$ cat config.mk
export PLATFORM = sky130hd
export DESIGN_NAME = wb_queue
export DESIGN_NICKNAME = d
export VERILOG_FILES = /design/src/rtl/wb_queue.sv
export SDC_FILE = /design/constraint.sdc
export NUM_CORES = 1
export LEC_CHECK = 0
export BUFFER_PORTS_ARGS = -buffer_cell sky130_fd_sc_hd__buf_2
export CAP_MARGIN = 30
export CORE_MARGIN = 5
export CORE_UTILIZATION = 55
export DETAILED_ROUTE_END_ITERATION = 10
export MAX_ROUTING_LAYER = met4
export PLACE_DENSITY = 0.76
export SLEW_MARGIN = 20
export SYNTH_ARGS = -nofsm -noshare
export SYNTH_HDL_FRONTEND = slang
export SYNTH_SLANG_ARGS = --single-unit
$ cat constraint.sdc
create_clock -name clk -period 9.5 [get_ports clk]
set_clock_uncertainty 0.2 [all_clocks]
set_input_delay 0.475 -clock clk [delete_from_list [all_inputs] [get_ports clk]]
set_output_delay 0.475 -clock clk [all_outputs]
set_load 0.05 [all_outputs]
$ cat src/rtl/wb_queue.sv
// wb_queue: in-order writeback FIFO between the execute/load stages and the
// register file. It takes up to two results per cycle (load first, then ALU),
// coalesces a result that repeats the youngest entry's addr+pc, and issues one
// tagged register write per cycle. It also reports per-register pending hazards.
// Optional macro WBQ_BYPASS_EN: with an empty queue, a single incoming result
// goes straight to the write port in the same cycle and is not queued.
module wb_queue #(
   parameter int pw    = 4,
   parameter int DEPTH = 4
) (
   input  logic                     clk,
   input  logic                     reset,
   input  logic                     alu_vld,
   input  logic [pw-1:0]            alu_addr,
   input  logic [7:0]               alu_dat,
   input  logic [11:0]              alu_pc,
   input  logic                     ld_vld,
   input  logic [pw-1:0]            ld_addr,
   input  logic [7:0]               ld_dat,
   input  logic [11:0]              ld_pc,
   output logic                     in_rdy,
   input  logic [pw-1:0]            rd_addrA,
   input  logic [pw-1:0]            rd_addrB,
   output logic                     hazA,
   output logic                     hazB,
   output logic                     wr_en,
   output logic [pw-1:0]            wr_addr,
   output logic [7:0]               wr_dat,
   output logic [11:0]              wr_pc,
   output logic [$clog2(DEPTH):0]   count
);

   localparam int PTRW = $clog2(DEPTH);
   localparam int CW   = PTRW + 1;

   typedef struct packed {
      logic [pw-1:0] addr;
      logic [7:0]    dat;
      logic [11:0]   pc;
   } entry_t;

   entry_t          mem [DEPTH];
   logic [PTRW-1:0] head, tail, young, off;
   logic            acc_ld, acc_alu, byp, pop, pair_merge, m0;
   entry_t          ld_e, alu_e, item0, item1;
   logic [1:0]      n_items, pushes;

   // Acceptance, pair/youngest-entry coalescing and push count
   always_comb begin
      ld_e       = '{addr: ld_addr, dat: ld_dat, pc: ld_pc};
      alu_e      = '{addr: alu_addr, dat: alu_dat, pc: alu_pc};
      in_rdy     = (count <= CW'(DEPTH - 2));
      acc_ld     = ld_vld & in_rdy;
      acc_alu    = alu_vld & in_rdy;
      pop        = (count != '0);
      young      = tail - 1'b1;
`ifdef WBQ_BYPASS_EN
      byp        = (count == '0) && (ld_vld ^ alu_vld);
`else
      byp        = 1'b0;
`endif
      pair_merge = acc_ld && acc_alu && (ld_addr == alu_addr) && (ld_pc == alu_pc);
      item0      = alu_e;
      item1      = alu_e;
      n_items    = 2'd0;
      if (!byp) begin
         if (acc_ld && acc_alu) begin
            if (pair_merge) begin
               n_items = 2'd1;
            end else begin
               item0   = ld_e;
               n_items = 2'd2;
            end
         end else if (acc_ld) begin
            item0   = ld_e;
            n_items = 2'd1;
         end else if (acc_alu) begin
            n_items = 2'd1;
         end
      end
      // Coalescing needs a youngest entry that survives this edge; with one
      // entry it is the head being written out now, so the input is queued.
      m0 = (n_items != 2'd0) && (count >= CW'(2)) &&
           (mem[young].addr == item0.addr) && (mem[young].pc == item0.pc);
      pushes = n_items - {1'b0, m0};
   end

   // Write port: queue head, or the bypassed input when the queue is empty
   always_comb begin
      wr_en   = 1'b0;
      wr_addr = '0;
      wr_dat  = '0;
      wr_pc   = '0;
      if (pop) begin
         wr_en   = 1'b1;
         wr_addr = mem[head].addr;
         wr_dat  = mem[head].dat;
         wr_pc   = mem[head].pc;
      end else if (byp) begin
         wr_en   = 1'b1;
         wr_addr = ld_vld ? ld_addr : alu_addr;
         wr_dat  = ld_vld ? ld_dat  : alu_dat;
         wr_pc   = ld_vld ? ld_pc   : alu_pc;
      end
   end

   // Hazards: any live entry or any input accepted this cycle
   always_comb begin
      hazA = (acc_ld && ld_addr == rd_addrA) || (acc_alu && alu_addr == rd_addrA);
      hazB = (acc_ld && ld_addr == rd_addrB) || (acc_alu && alu_addr == rd_addrB);
      off  = '0;
      for (int unsigned i = 0; i < DEPTH; i++) begin
         off = PTRW'(i) - head;
         if ({1'b0, off} < count) begin
            if (mem[i].addr == rd_addrA) hazA = 1'b1;
            if (mem[i].addr == rd_addrB) hazB = 1'b1;
         end
      end
   end

   // Pointers and occupancy
   always_ff @(posedge clk) begin
      if (reset) begin
         head  <= '0;
         tail  <= '0;
         count <= '0;
      end else begin
         if (pop) head <= head + 1'b1;
         tail  <= tail + PTRW'(pushes);
         count <= count + CW'(pushes) - CW'(pop);
      end
   end

   // Entry storage; validity is tracked by count so contents need no reset
   always_ff @(posedge clk) begin
      if (!reset) begin
         if (m0) begin
            mem[young].dat <= item0.dat;
            if (n_items == 2'd2) mem[tail] <= item1;
         end else begin
            if (n_items != 2'd0) mem[tail] <= item0;
            if (n_items == 2'd2) mem[tail + 1'b1] <= item1;
         end
      end
   end

endmodule
After elaboration in Yosys (flattened, before gate mapping)
Memory sizes are Yosys's and may differ from the RTL's. A register that Yosys moved wholly into a read port is not among the register bits.
Cells that the tools add are included.
- bits in registers: 7
- memories kept: 1
- word-level logic and storage cells: 103
- output and inout port bits: 31
- input bits: 60
- bits in writable memories: 96
- memory list (name ; words ; width ; read ports ; clocked after Yosys merged registers in ; wr ports ; line ; text):
    mem ; 4 ; 24 ; 6 ; 1 ; 2 ; 42 ; entry_t mem [DEPTH];
- equality and inequality tests: 17
- $lt $le $gt $ge: 6
- reductions and logical operators: 15
- $add $sub $neg: 11
- bitwise operators: 3
- multiplexer cells: 47
- operators by type and width (cell ; count):
    24-bit 2-to-1 mux ; 5
    4-bit equality test ; 14
    1-bit 2-to-1 mux ; 33
    12-bit equality test ; 2
    24-bit OR reduction ; 1
    2-bit by 3-bit less-than comparator with 1-bit output ; 4
    12-bit 2-to-1 mux ; 1
    2-bit 2-to-1 mux ; 6
    1-bit logical AND ; 10
    8-bit 2-to-1 mux ; 1
    2-bit by 1-bit adder with 2-bit output (second input constant) ; 2
    4-bit 2-to-1 mux ; 1
    1-bit by 2-bit subtractor with 2-bit output (first input constant) ; 2
    2-bit subtractor (first input constant) ; 2
    3-bit by 2-bit adder with 3-bit output ; 1
    3-bit by 2-bit greater-or-equal comparator with 1-bit output (second input constant) ; 1
    3-bit by 2-bit <= comparator with 1-bit output (second input constant) ; 1
    3-bit nonzero test ; 1
    3-bit by 1-bit subtractor with 3-bit output ; 1
    2-bit adder ; 1
    1-bit AND ; 2
    2-bit equality test (second input constant) ; 1
    1-bit logical OR ; 2
    2-bit nonzero test ; 1
    other kinds (3) ; 3

Longest topological paths before layout
Gate-level depths: netlist of run 1.
- depth in word-level cells: 16
- mapped depth: 25

Worst setup path after synthesis of run 1
Ideal clock, no wire load.
- path type: reg2reg
- start: reg count[2]
- end: reg count[2]
- setup slack: 4.090 ns
- arrival: 5.082 ns
- path buffers: 2
- stages on the path, launching flop included: 19
- cell sequence: dfxtp_1 clkbuf_1 a21oi_1 nand2_1 nor3_1 o31ai_1 or4b_4 or2_0 buf_6 inv_1 ha_1 ha_1 inv_1 ha_1 inv_1 fa_1 xnor2_1 xnor2_1 nor2_1
- longest elaborated chain between the ends: 14
- elaborated cells between the ends (all ways): 24
- classes of those cells: 3 x add/sub; 2 x order compare; 2 x eq/ne; 7 x mux; 2 x bitwise; 8 x reduce/logical
- ends and longest elaborated chain (item ; line ; text):
    from (decl) ; 30 ; output logic [$clog2(DEPTH):0] count
    from (signal assigned) ; 130 ; count <= count + CW'(pushes) - CW'(pop);
    3-bit by 2-bit <= comparator with 1-bit output * ; 52 ; in_rdy = (count <= CW'(DEPTH - 2));
    via in_rdy ; 21 ; output logic in_rdy,
    branches (longest 10 deep; another with 24-bit 2-to-1 mux) ; -- ;
    2-bit by 1-bit subtractor with 2-bit output * ; 85 ; pushes = n_items - {1'b0, m0};
    3-bit by 2-bit adder with 3-bit output * ; 130 ;
    3-bit by 1-bit subtractor with 3-bit output * ; 130 ;
Mark *: on every way through the listed nets, which the timed path passes.
A chain may end at the register's enable or synchronous reset.

Worst setup path in the final report of run 1
- start: reg tail[0]
- end: reg count[2]
- longest elaborated chain between the ends: 8
- elaborated cells between the ends (all ways): 9
- classes of those cells: 4 x add/sub; 2 x eq/ne; 2 x reduce/logical; 1 x memory
- ends and longest elaborated chain (item ; line ; text):
    from (decl) ; 43 ; logic [PTRW-1:0] head, tail, young, off;
    from (signal assigned) ; 129 ; tail <= tail + PTRW'(pushes);
    2-bit by 1-bit subtractor with 2-bit output * ; 56 ; young = tail - 1'b1;
    memory 4 x 24 bit * ; -- ;
    4-bit equality test ; 84 ; (mem[young].addr == item0.addr) && (mem[young].pc == item0.pc);
    1-bit logical AND ; 83 ; m0 = (n_items != 2'd0) && (count >= CW'(2)) &&
    1-bit logical AND * ; 84 ;
    2-bit by 1-bit subtractor with 2-bit output * ; 85 ;
    3-bit by 2-bit adder with 3-bit output * ; 130 ;
    3-bit by 1-bit subtractor with 3-bit output * ; 130 ;
Mark *: on every way between the ends. The rest lies on a longest branch, timed or not.

==> summary by stage, run 1 <==
CTS
Buffers inserted to repair hold after CTS numbered 0. The number of gates resized after CTS is 0. Clock tree synthesis found a total of between 100 and 150 sinks. The maximum buffer depth of the clock tree is 2. The number of buffers added by the clock tree synthesis step is 9. The TritonCTS clock tree is built.

The H-tree generated during clock tree synthesis spans 3 levels. The clock transition time at the flip-flop clock pins of the worst setup and hold paths is 0.08 ns. Clock latency on the worst-skew pair, taken at its later pin, is ~0.36 ns. The clock tree root driver cell is sky130_fd_sc_hd__clkbuf_16.

The number of setup buffers added after CTS is 0.

Place
Once placement completed, the tool counted placed cells totaling between 900 and 1,000. The total half-perimeter wirelength after legalization and detailed placement is about 19,000 um. Input and output buffers added on the ports amount to 90. The placement-stage cell area is about 8500 um^2. Prior to clock tree synthesis, the placed netlist has a worst setup slack of roughly 3.1 ns.

At the end of routability-driven placement, the weighted congestion stood at 0.982.

Yosys
The number of synthesized flops with an enable pin is 96. The cell count after synthesis came out at between 700 and 800. The number of distinct standard cells referenced by the synthesized netlist is about 70. In this run, synthesis produced a sequential element count of roughly 110.

The mapped netlist covers a little over 8000 um^2. Of all flip-flops after synthesis, the portion carrying an async set or reset was 0%. The cell taking the most area after synthesis is sky130_fd_sc_hd__edfxtp_1. The share of the synthesized area in the top cell type is 35.7%. For this run, the register share of the synthesized area comes to roughly 38%. Sorting the synthesized cells by area gives the leading types as sky130_fd_sc_hd__edfxtp_1 (36%), sky130_fd_sc_hd__mux4_2 (11%), sky130_fd_sc_hd__xnor2_1 (7.9%), sky130_fd_sc_hd__mux2_2 (4.9%), sky130_fd_sc_hd__a22o_1 (4.7%). During synthesis, Yosys emitted a total of 0 warnings. The number of nets handed over by synthesis was around 800. The commonest register cell after synthesis is sky130_fd_sc_hd__edfxtp_1. Averaged over all synthesized cells, the footprint is between 10 and 15 um^2.

Final layout
The most frequent standard cell in the layout excluding fill and tap cells is sky130_fd_sc_hd__edfxtp_1. At the end of the flow, the number of nets in the layout was around 830. The relative area change from synthesis to final layout is 9.98%. The number of standard cells in the layout, taps in and fillers out is between 900 and 1,000.

Measured on the finished design, the core utilization comes to just over 60%. The top cell types in the final layout, fill and taps aside, are sky130_fd_sc_hd__edfxtp_1 (96), sky130_fd_sc_hd__buf_2 (90), sky130_fd_sc_hd__xnor2_1 (73), sky130_fd_sc_hd__a22o_1 (43). The total non-filler cell area in the finished layout is 8880 um^2.

The number of antenna diodes in the final layout is 0. The ratio of cells with drive above 1 in the final layout is 29.8%.

Setup path
The slowest stage of the critical path belongs to the cell sky130_fd_sc_hd__or4b_4. The element type at the critical path end is a register. The worst setup path is launched from a register.

Together, buffers and inverters on the worst path number 4. The critical path is of the register to register type. The delay of the slowest critical-path stage is between 0.5 and 0.6 ns. Of all nets on the critical path, the largest fanout is 31. Among the stages of the critical path, the cell type that occurs most often is sky130_fd_sc_hd__ha_1. Data on the critical path is required at its endpoint by between 9 and 10 ns.

The largest delay contributor family on the critical path is simple AND/OR/NAND/NOR gates. Data on the critical path arrives at its endpoint at approximately 6.5 ns. The register-to-register path setup slack is approximately 3.0 ns.

The critical path goes through buf_4 > clkinv_1 > ha_1 > buf_4 > mux4_2 > a22oi_1 > and4b_1 > and4b_1 > o22ai_1 > or4b_4 > or2_0 > inv_1 > ha_1 > xor2_1 > ha_1 > fa_1 > xnor2_1 > xnor2_1 > nor2_1.

Global routing
The met3 track demand over resource is between 6 and 7%. The initial antenna violation count is 0. The number of global-route vias before repair was 6,558. Entering global routing, the biggest net connects 32 pins.

The met2 track demand over resource in global routing is a little under half. The busiest layer in global routing is met2. Summed over all layers, the global routing overflow is 0.

Global routing consumed, over all layers together, a little under a third of the routing resources. The met1 track utilization from global routing is about 42%. The wire length of the first global-routing pass is 40,800 um.

Min path
The worst hold path belongs to the class input port to register.

Timing
The final critical-path required period is about 6.5 ns. The total setup violations reported at the end of the flow is 0. The count of endpoints failing hold in the final timing report is 0. The slew at the pin closest to its max-slew limit is 1.02 ns. After layout, the worst path uses roughly two thirds of the clock period. Setup repair after global routing left no endpoint under its margin. The final sum of negative setup slack is 0 ns. The final count of pins violating max slew is 0. The headroom to the max-slew limit is roughly 32%. Setup slack on the critical path of the routed design comes to ~3 ns.

The achievable frequency is around 0.15 GHz. The tightest hold path in the finished design has a slack of around 0.25 ns.

Routing
The number of DRC markers after the initial detailed-route iteration is 656. In the routed layout, each cell is associated on average with a via count of 6.83. For this run, design rule violations remaining after detail routing come to 0. The routed wire length is roughly 27,000 um.

The number of vias after detailed routing is around 6,500. In the final routed layout, each cell accounts on average for 28.3 um. The count of antenna-violating nets left after detailed routing is 0. The number of optimization iterations in the first detailed-route pass is 5.

Floorplan
The initial utilization of the core area, before any placement, comes to 55.8%. The die covers 17,200 um^2. The die extent in x is 131 um.

The row count is 44. The core region is 14,500 um^2. For this design the top-level I/O count stands at a little over 90. The die is roughly 130 um tall.

Pwr
The design draws around 3 mW. For this design the static power due to leakage is 3.27 nW. The total power divided by cell area is between 300 and 400 nW/um^2.

The maximum ir drop on the vdd rail is 0.206 mV.

Run status
The flow ran to the end, and the final reports show no timing, DRC or antenna violations.

Job
Max-cap violations in this run came to 0.
per-layer routing:
metal  wire [um]  share of wire [%]
met1       10900                 41
met2       12300                 46
met3        2630                9.8
met4        1010                3.8
met5           0                  0
worst register-to-register path, delay by kind of cell, from the launching register on:
kind | cells | cell delay [ns]
AO/OA/AOI/OAI | 2 | 0.38
AND/OR/NAND/NOR | 5 | 1.63
XOR/XNOR | 3 | 0.58
multiplexers | 1 | 0.49
adder cells (fa/ha/maj) | 4 | 1.37
flip-flops | 1 | 0.31
buffers and inverters | 4 | 1.37
final cells by class:
cell class | count | area, um^2
clock buffer | 9 | 225
clock inverter | 7 | 111
fill | 1174 | 5600
inverter | 32 | 120
multi-input combinational | 507 | 4570
sequential | 105 | 3060
tap | 184 | 230
timing repair buffer | 104 | 563
kinds of logic (layout without fill, tap and decap cells):
logic type	Yosys count	after routing	share of synthesized area (%)
buf+inv	98	152	5.56
xor+xnor	89	89	10.0
compound gates	146	146	14.3
mux	94	94	18.7
fa+ha+maj	14	14	2.26
simple gates	164	164	11.2
flops	105	105	37.9
report_power, final:
group	switching (mW)	total, mW	internal (mW)
Combinational	1.20	1.88	0.684
Sequential	0.0747	0.719	0.644
Clock	0.186	0.424	0.237
flip-flops by register name (all words and copies together) (netlist names), named ones only:
register	cells
mem	96
count	3
head	2
tail	2
cell usage after synthesis, types with 3 or more instances:
cell type and n:
sky130_fd_sc_hd__edfxtp_1 96, sky130_fd_sc_hd__xnor2_1 73, sky130_fd_sc_hd__a22o_1 43, sky130_fd_sc_hd__clkbuf_1 39, sky130_fd_sc_hd__mux4_2 38, sky130_fd_sc_hd__nand2_1 38
sky130_fd_sc_hd__mux2_2 35, sky130_fd_sc_hd__and2_1 33, sky130_fd_sc_hd__inv_1 31, sky130_fd_sc_hd__nand4_1 22, sky130_fd_sc_hd__nor2_1 21, sky130_fd_sc_hd__a21oi_1 16
sky130_fd_sc_hd__mux2i_1 16, sky130_fd_sc_hd__a22o_2 13, sky130_fd_sc_hd__buf_2 13, sky130_fd_sc_hd__ha_1 13, sky130_fd_sc_hd__nor3_1 12, sky130_fd_sc_hd__o22ai_1 12
sky130_fd_sc_hd__xor2_1 12, sky130_fd_sc_hd__a22oi_1 11, sky130_fd_sc_hd__o21ai_0 11, sky130_fd_sc_hd__dfxtp_1 9, sky130_fd_sc_hd__nand3_1 8, sky130_fd_sc_hd__buf_1 7
sky130_fd_sc_hd__buf_6 5, sky130_fd_sc_hd__nor4_1 5, sky130_fd_sc_hd__o21ai_2 5, sky130_fd_sc_hd__a31oi_1 4, sky130_fd_sc_hd__o31ai_1 4, sky130_fd_sc_hd__xnor2_2 4
sky130_fd_sc_hd__a2bb2oi_1 3, sky130_fd_sc_hd__mux2_4 3, sky130_fd_sc_hd__nand2b_1 3, sky130_fd_sc_hd__or2_2 3, sky130_fd_sc_hd__or3_1 3
final timing paths:
path / to / start / depth (start not counted)
hold reg to reg: head[1]$_SDFFE_PP0N_ / head[1]$_SDFFE_PP0N_ / 2
setup / recovery: count[2]$_SDFF_PP0_ / tail[0]$_SDFF_PP0_ / 19
setup reg to reg: count[2]$_SDFF_PP0_ / tail[0]$_SDFF_PP0_ / 19
hold / removal: mem[1][17]$_DFFE_PP_ / ld_dat[5] / 2
Note: power is estimated with default switching activity, not from simulation.
==> inputs of run 2 (changes only) <==
==> constraint.sdc (replaced) <==
create_clock -name clk -period 6.4 [get_ports clk]
set_clock_uncertainty 0.2 [all_clocks]
set_input_delay 0.32 -clock clk [delete_from_list [all_inputs] [get_ports clk]]
set_output_delay 0.32 -clock clk [all_outputs]
set_load 0.05 [all_outputs]
==> run 2 against run 1 <==
  * Critical path depth increased by 2
  * Via count decreased by 0.28%
  * Clock-buffer cell count unchanged
  * Core utilization increased by 0.069 points
  * Final cell count increased by 0.53%
  * Clock power increased by 38%
  * Sequential share of layout area about the same
  * Routed wire length decreased by 3.9%
  * Critical endpoint unchanged
==> summary by stage, run 2 (same netlist as run 1, synthesis figures left out) <==
Run status
The flow ran to the end, and the final reports show no timing, DRC or antenna violations.

Final layout
The number of standard cells in the layout, taps in and fillers out is 953 (+0.53%). The net total in the final layout was 838 (+0.60%). The post-layout utilization of the core came to 61.4% (+0.069 points). The ratio of cells with drive above 1 in the final layout is 30.3% (+0.46 points). In the final layout, the registers with the most flip-flops are mem: 96 flops, count: 3 flops. The number of flip-flops in the largest register is 96 (unchanged). The number of fillers in the final layout is 1,207 (+2.8%). The register containing the most flip-flops in the final layout is mem. The total inserted antenna cells is 0 (unchanged). Leaving out fill and tap cells, the most frequent cells in the layout are sky130_fd_sc_hd__edfxtp_1 (96), sky130_fd_sc_hd__buf_2 (90), sky130_fd_sc_hd__xnor2_1 (73), sky130_fd_sc_hd__a22o_1 (43).

The relative area change from synthesis to final layout is 10.1%. Leaving out fill and tap cells, the most frequent cell in the layout is sky130_fd_sc_hd__edfxtp_1.

Floorplan
The height of the die is 131 um (unchanged). The number of top-level pins came to 91 (unchanged). The area inside the core boundary is 14,500 um^2 (unchanged). The initial core utilization was 55.8% (unchanged). The die area is 17,200 um^2 (unchanged). The die extent in x is 131 um (unchanged). The row count is 44 (unchanged).

Timing
The count of endpoints failing hold in the final timing report was 0 (unchanged). The slew at the pin closest to its max-slew limit was 0.970 ns (-0.0464 ns). The final sum of negative setup slack is 0 ns (unchanged).

The final count of pins violating max slew is 0 (unchanged). The headroom to the max-slew limit is 35.3% (+3.1 points). The achievable frequency is 0.182 GHz (+17%). Setup repair after global routing left no endpoint under its margin. The post-route clock period utilization was 86.0% (+18 points). The hold slack is 0.0908 ns (-0.162 ns). The total setup violations reported at the end of the flow is 0 (unchanged).

The final critical-path required period is 5.50 ns (-0.950 ns).

Place
The final RePlAce weighted congestion was 1.04 (+6.3%). The cell count after placement was 937 (+0.54%). The total half-perimeter wirelength after legalization and detailed placement was 18,800 um (-3.2%). The count of input and output buffers came to 90 (unchanged).

Min path
The path category of the worst min-delay check is input port to register. The hold path depth is 2 (unchanged). The path with the worst hold slack has its endpoint at mem[2][17]$_DFFE_PP_. The start point of the worst min-delay path is ld_dat[5].

CTS
The number of gates resized after CTS is 0 (unchanged). The insertion delay to the later sink of the worst-skew pair is 0.36 ns (about the same). The number of buffers added by the clock tree synthesis step is 9 (unchanged). The clock transition time at the flip-flop clock pins of the worst setup and hold paths is 0.09 ns (about the same). Clock tree synthesis selected as its root buffer the cell sky130_fd_sc_hd__clkbuf_16. The maximum buffer depth of the clock tree is 2 (unchanged). The post-CTS setup-driven buffer insertion count is 0 (unchanged).

The TritonCTS clock tree is built. The hold-fix buffer count after cts is 0 (unchanged). The sink count of the clock tree came to 105 (unchanged). The total number of H-tree levels came to 3 (unchanged).

Setup path
The register-to-register path setup slack is 0.90 ns (-2.15 ns). The launching point of the worst reg2reg path is tail[1]$_SDFF_PP0_. The buffer and inverter count on the worst path came to 6 (+2).

The startpoint-to-endpoint class of the critical path is register to register. The number of cells on the worst reg-to-reg path is 21 (+2). The signal arrival time at the worst endpoint was 5.56 ns (-0.93 ns).

The cell depth of the worst setup path is 21 (+2). STA classifies the critical path startpoint as a register. The slowest cell on the critical path is sky130_fd_sc_hd__or4b_4. In this run the critical register-to-register path is captured at count[2]$_SDFF_PP0_. The critical path goes through inv_1 > ha_1 > buf_4 > mux4_2 > and2_1 > or2_1 > o31ai_1 > o31ai_1 > or4b_4 > or2_0 > buf_4 > inv_1 > ha_1 > ha_1 > inv_1 > ha_1 > inv_1 > fa_1 > xnor2_1 > xnor2_1 > nor2_1.

The data required time at the worst endpoint is 6.45 ns (-3.09 ns). The delay of the slowest critical-path stage came to 0.52 ns (-0.06 ns). The largest driver fanout on the critical path is 20 (-35%). The element type at the critical path end is a register. Among cell families on the critical path, the largest total delay comes from adder cells.

Pwr
The total power divided by cell area is 499 nW/um^2 (+47%). The proportion of power drawn by combinational gates is 62.9% (+0.7 points). The net switching fraction of the power was 48.8% (+0.66 points). The power spent charging and discharging nets is 2.17 mW (+49%).

The maximum ir drop on the vdd rail is 0.214 mV (+4.2%). The sequential power share was 23.9% (about the same). The clock network power share was 13.2% (-0.8 points). The static power due to leakage came to 3.28 nW (+0.31%).

The internal power contribution is 2.27 mW (+45%). The post-route total power came to 4.44 mW (+47%).

Global routing
The total congestion overflow is 0 (unchanged). The global-route total usage across every layer is 30.3% (-1.5 points). The initial antenna violation count is 0 (unchanged). The largest net degree at the start of global routing came to 26 (-19%).

The number of global-route vias before repair came to 6,456 (-1.6%). The wire length of the first global-routing pass is 39,400 um (-3.4%).

Routing
The number of optimization iterations in the first detailed-route pass is 5 (unchanged). The average wire per cell in the routed design is 27.0 um (-4.4%). The count of unresolved DRC violations after routing was 0 (unchanged). The count of antenna-violating nets left after detailed routing is 0 (unchanged). The number of vias after detailed routing is 6,456 (-0.28%). The number of DRC markers after the initial detailed-route iteration came to 637 (-2.9%). The mean number of vias per cell came to 6.77 (-0.80%). The routed wire length is 25,800 um (-3.9%).

Job
The max-cap check violation count was 0 (unchanged).
## run 2: changes by cell type in the layout (fill, tap and decap cells not counted), sizes merged
cell / before / now
buf: 104 / 109
bufinv: 2 / 0
inv: 34 / 35
clkinv: 3 / 4
## run 2: worst max path at each step
stage | start | endpoint | slack (ns)
floorplan | count[2]$_SDFF_PP0_ | count[2]$_SDFF_PP0_ | 0.99
global placement | tail[1]$_SDFF_PP0_ | count[2]$_SDFF_PP0_ | 0.95
detailed placement | tail[1]$_SDFF_PP0_ | count[2]$_SDFF_PP0_ | 0.93
CTS | tail[1]$_SDFF_PP0_ | count[2]$_SDFF_PP0_ | 0.92
global route | tail[1]$_SDFF_PP0_ | count[2]$_SDFF_PP0_ | 0.67
finish | tail[1]$_SDFF_PP0_ | count[2]$_SDFF_PP0_ | 0.90
## run 2: per-stage QoR
stage               setup WS [ns]  cell area [um^2]
finish                      0.896              8890
CTS                         0.916              8890
global placement            0.949              8560
global route                0.673              8890
floorplan                   0.990              8070
detailed placement          0.931              8580
## run 2: cell type report
class,instances,area [um^2],area share (%)
timing repair buffer,109,601,6.76
tap,184,230,2.59
clock buffer,9,225,2.53
inverter,32,120,1.35
multi-input combinational,507,4560,51.3
sequential,105,3060,34.5
clock inverter,7,88.8,0.999
## run 2: per-layer routing
| layer | wire length [um] | share of wire [%] | global-route usage (%) |
|---|---|---|---|
| met1 | 10400 | 40 | 39.7 |
| met2 | 12100 | 47 | 45.8 |
| met3 | 2760 | 11 | 9.17 |
| met4 | 483 | 1.9 | 8.49 |
| met5 | 0 | 0 | - |
## run 2: power groups by stage
stage          logic, mW  registers (mW)  clock network [mW]
5_1_grt             2.95            1.08               0.614
3_3_place_gp        2.75            1.06                   0
3_5_place_dp        2.75            1.07                   0
6_report            2.79            1.06               0.585
2_1_floorplan       2.05            1.06                   0
4_1_cts             2.76            1.06               0.589
==> inputs of run 3 (changes only) <==
--- a/config.mk
+++ b/config.mk
@@ -7,11 +7,14 @@
 export LEC_CHECK = 0
 export BUFFER_PORTS_ARGS = -buffer_cell sky130_fd_sc_hd__buf_2
 export CAP_MARGIN = 30
+export CELL_PAD_IN_SITES_DETAIL_PLACEMENT = 1
+export CELL_PAD_IN_SITES_GLOBAL_PLACEMENT = 2
 export CORE_MARGIN = 5
-export CORE_UTILIZATION = 55
+export CORE_UTILIZATION = 41
+export CTS_BUF_LIST = sky130_fd_sc_hd__clkbuf_8
 export DETAILED_ROUTE_END_ITERATION = 10
 export MAX_ROUTING_LAYER = met4
-export PLACE_DENSITY = 0.76
+export PLACE_DENSITY_LB_ADDON = 0.1
 export SLEW_MARGIN = 20
 export SYNTH_ARGS = -nofsm -noshare
 export SYNTH_HDL_FRONTEND = slang
==> run 3 against run 2 <==
  * Final cell count grew 8.6%
  * First-iteration DRC count shrank 22%
  * Sequential power is essentially flat
  * Clock power shrank 18%
  * Routed wire length grew 14%
  * Critical path depth shrank 2
  * Global-route usage shrank 3.1 points
  * Clock-buffer cell count is the same
  * Non-clock buffer count grew 1
  * Sequential share of layout area shrank 0.077 points
  * Worst setup slack lost 0.062 ns
  * Combinational power grew 2%
  * Critical endpoint unchanged
==> summary by stage, run 3 (same netlist as run 1, synthesis figures left out) <==
CTS
The insertion delay to the later sink of the worst-skew pair is 0.40 ns (+0.04 ns). The hold-fix buffer count after cts is 0 (unchanged). The number of gates resized after CTS is 0 (unchanged). The clock transition time at the flip-flop clock pins of the worst setup and hold paths came to 0.11 ns (+0.02 ns). The post-CTS setup-driven buffer insertion count came to 0 (unchanged). TritonCTS built the clock tree. The number of buffers added by the clock tree synthesis step came to 9 (unchanged).

CTS placed an instance of sky130_fd_sc_hd__clkbuf_8 at the clock tree root. The sink count of the clock tree came to 105 (unchanged). The total number of H-tree levels came to 3 (unchanged).

The maximum buffer depth of the clock tree is 2 (unchanged).

Routing
The mean number of vias per cell is 6.29 (-7.1%). The average wire per cell in the routed design was 28.3 um (+4.8%). The number of vias after detailed routing is 6,511 (+0.85%).

The routed wire length was 29,300 um (+14%). The count of antenna-violating nets left after detailed routing is 0 (unchanged). The count of unresolved DRC violations after routing is 0 (unchanged). The number of DRC markers after the initial detailed-route iteration is 496 (-22%). The number of optimization iterations in the first detailed-route pass is 5 (unchanged).

Run status
The flow ran to the end, and the final reports show no timing, DRC or antenna violations.

Final layout
The net total in the final layout came to 839 (+0.12%). The total inserted antenna cells was 0 (unchanged). The register containing the most flip-flops in the final layout is mem.

The number of flip-flops in the largest register came to 96 (unchanged). The total non-filler cell area in the finished layout was 8910 um^2 (+0.23%). The top cell types in the final layout, fill and taps aside, are sky130_fd_sc_hd__edfxtp_1 (96), sky130_fd_sc_hd__buf_2 (90), sky130_fd_sc_hd__xnor2_1 (73), sky130_fd_sc_hd__a22o_1 (43).

The area occupied by multi-input gates is 4560 um^2 (unchanged). The number of standard cells in the layout, taps in and fillers out came to 1,035 (+8.6%). In the final layout, the registers with the most flip-flops are mem: 96 flops, count: 3 flops. Leaving out fill and tap cells, the most frequent cell in the layout is sky130_fd_sc_hd__edfxtp_1. Compared with the post-synthesis result, the final layout area differs by 10.4%. The ratio of cells with drive above 1 in the final layout is 30.3% (-0.039 points). The area used by sequential logic in the layout was 3060 um^2 (unchanged).

The number of fillers in the final layout is 2,126 (+76%).

Timing
The slew at the pin closest to its max-slew limit was 0.963 ns (-0.00645 ns). The achievable frequency was 0.180 GHz (-1.1%). The final critical-path required period came to 5.57 ns (+0.0618 ns). The final count of pins violating max slew is 0 (unchanged). The post-route clock period utilization is 87.0% (+0.97 points). The headroom to the max-slew limit is 35.8% (+0.43 points). The post-route worst setup slack is 0.834 ns (-0.0618 ns).

The final sum of negative setup slack was 0 ns (unchanged). The count of endpoints failing hold in the final timing report is 0 (unchanged). The hold slack is 0.0497 ns (-0.0410 ns). The total setup violations reported at the end of the flow came to 0 (unchanged).

Setup repair after global routing left no endpoint under its margin.

Job
The max-cap check violation count came to 0 (unchanged).

Floorplan
The height of the die is 150 um (+15%). The initial core utilization is 41.6% (-14 points). The number of top-level pins came to 91 (unchanged). The die extent in x was 150 um (+15%).

The area inside the core boundary was 19,400 um^2 (+34%). The row count was 51 (+16%). The die area came to 22,600 um^2 (+31%).

Pwr
The total power divided by cell area is 494 nW/um^2 (-1.1%). The static power due to leakage was 3.25 nW (-0.90%). The maximum ir drop on the vdd rail came to 0.222 mV (+3.8%).

Setup path
The critical path goes through inv_1 > ha_1 > buf_4 > mux4_2 > xnor2_1 > o21ai_1 > o31ai_2 > o211ai_1 > or4b_4 > or2_0 > buf_4 > inv_1 > ha_1 > xor2_1 > ha_1 > fa_1 > xnor2_1 > xnor2_1 > nor2_1. The worst setup path is of the register to register kind. The signal arrival time at the worst endpoint is 5.66 ns (+0.10 ns). The data required time at the worst endpoint is 6.49 ns (+0.04 ns). The element type at the critical path end is a register. The slowest cell on the critical path is sky130_fd_sc_hd__or4b_4. The worst setup path is launched from a register. The largest driver fanout on the critical path is 8 (-60%). The delay of the slowest critical-path stage came to 0.58 ns (+0.06 ns).

Global routing
The wire length of the first global-routing pass was 43,900 um (+11%). The total congestion overflow is 0 (unchanged). The largest net degree at the start of global routing is 26 (unchanged).

The initial antenna violation count is 0 (unchanged). The global-route total usage across every layer was 27.2% (-3.1 points). The number of global-route vias before repair is 6,894 (+6.8%).

Place
The cell count after placement came to 1,019 (+8.8%). The final RePlAce weighted congestion came to 1.01 (-3.6%). The placement-stage cell area is 8680 um^2 (+1.3%). The pre-CTS setup slack is 0.898 ns (-0.0330 ns).

The total half-perimeter wirelength after legalization and detailed placement is 21,900 um (+17%). The count of input and output buffers came to 90 (unchanged).

Min path
The path category of the worst min-delay check is input port to register.
run 3: final timing paths:
kind	endpoint	slack, ns	depth (start not counted)	from
max	count[2]$_SDFF_PP0_	0.83	19	tail[1]$_SDFF_PP0_
min	mem[0][14]$_DFFE_PP_	0.05	2	alu_dat[2]
max reg2reg	count[2]$_SDFF_PP0_	0.83	19	tail[1]$_SDFF_PP0_
min reg2reg	head[1]$_SDFFE_PP0N_	0.45	2	head[1]$_SDFFE_PP0N_
run 3: report_power, final:
group | internal, mW | total [mW] | switching [mW]
combinational | 1.03 | 2.85 | 1.82
sequential | 0.955 | 1.08 | 0.121
clock | 0.225 | 0.477 | 0.252
run 3: through the flow:
step                util [%]  power [mW]
finish                  45.9        4.40
global route            45.9        4.63
CTS                     45.9        4.41
detailed placement      44.8        3.92
global placement        44.7        3.88
floorplan                  -        3.11
run 3: worst max-delay path: cells and delay by family, from the launching register on:
family | cells | cell delay (ns)
adder cells (fa/ha/maj) | 4 | 1.41
XOR/XNOR | 4 | 1.01
AND/OR/NAND/NOR | 3 | 0.87
buffers and inverters | 4 | 0.60
AO/OA/AOI/OAI | 3 | 0.59
flip-flops | 1 | 0.42
multiplexers | 1 | 0.35
run 3: cell type report:
class | instances | area share (%)
clock buffers | 9 | 1.39
clock inverters | 7 | 1.14
inverters | 32 | 1.35
multi-input cells | 507 | 51.2
flip-flops and latches | 105 | 34.4
well taps | 265 | 3.72
repair buffers | 110 | 6.82
run 3: per-layer routing:
metal	vias up	GRT usage (%)	part of all wire, %
li1	2805	-	-
met1	3366	36.2	44
met2	290	42.6	47
met3	50	5.06	6.9
met4	0	7.96	2.3
met5	-	-	0
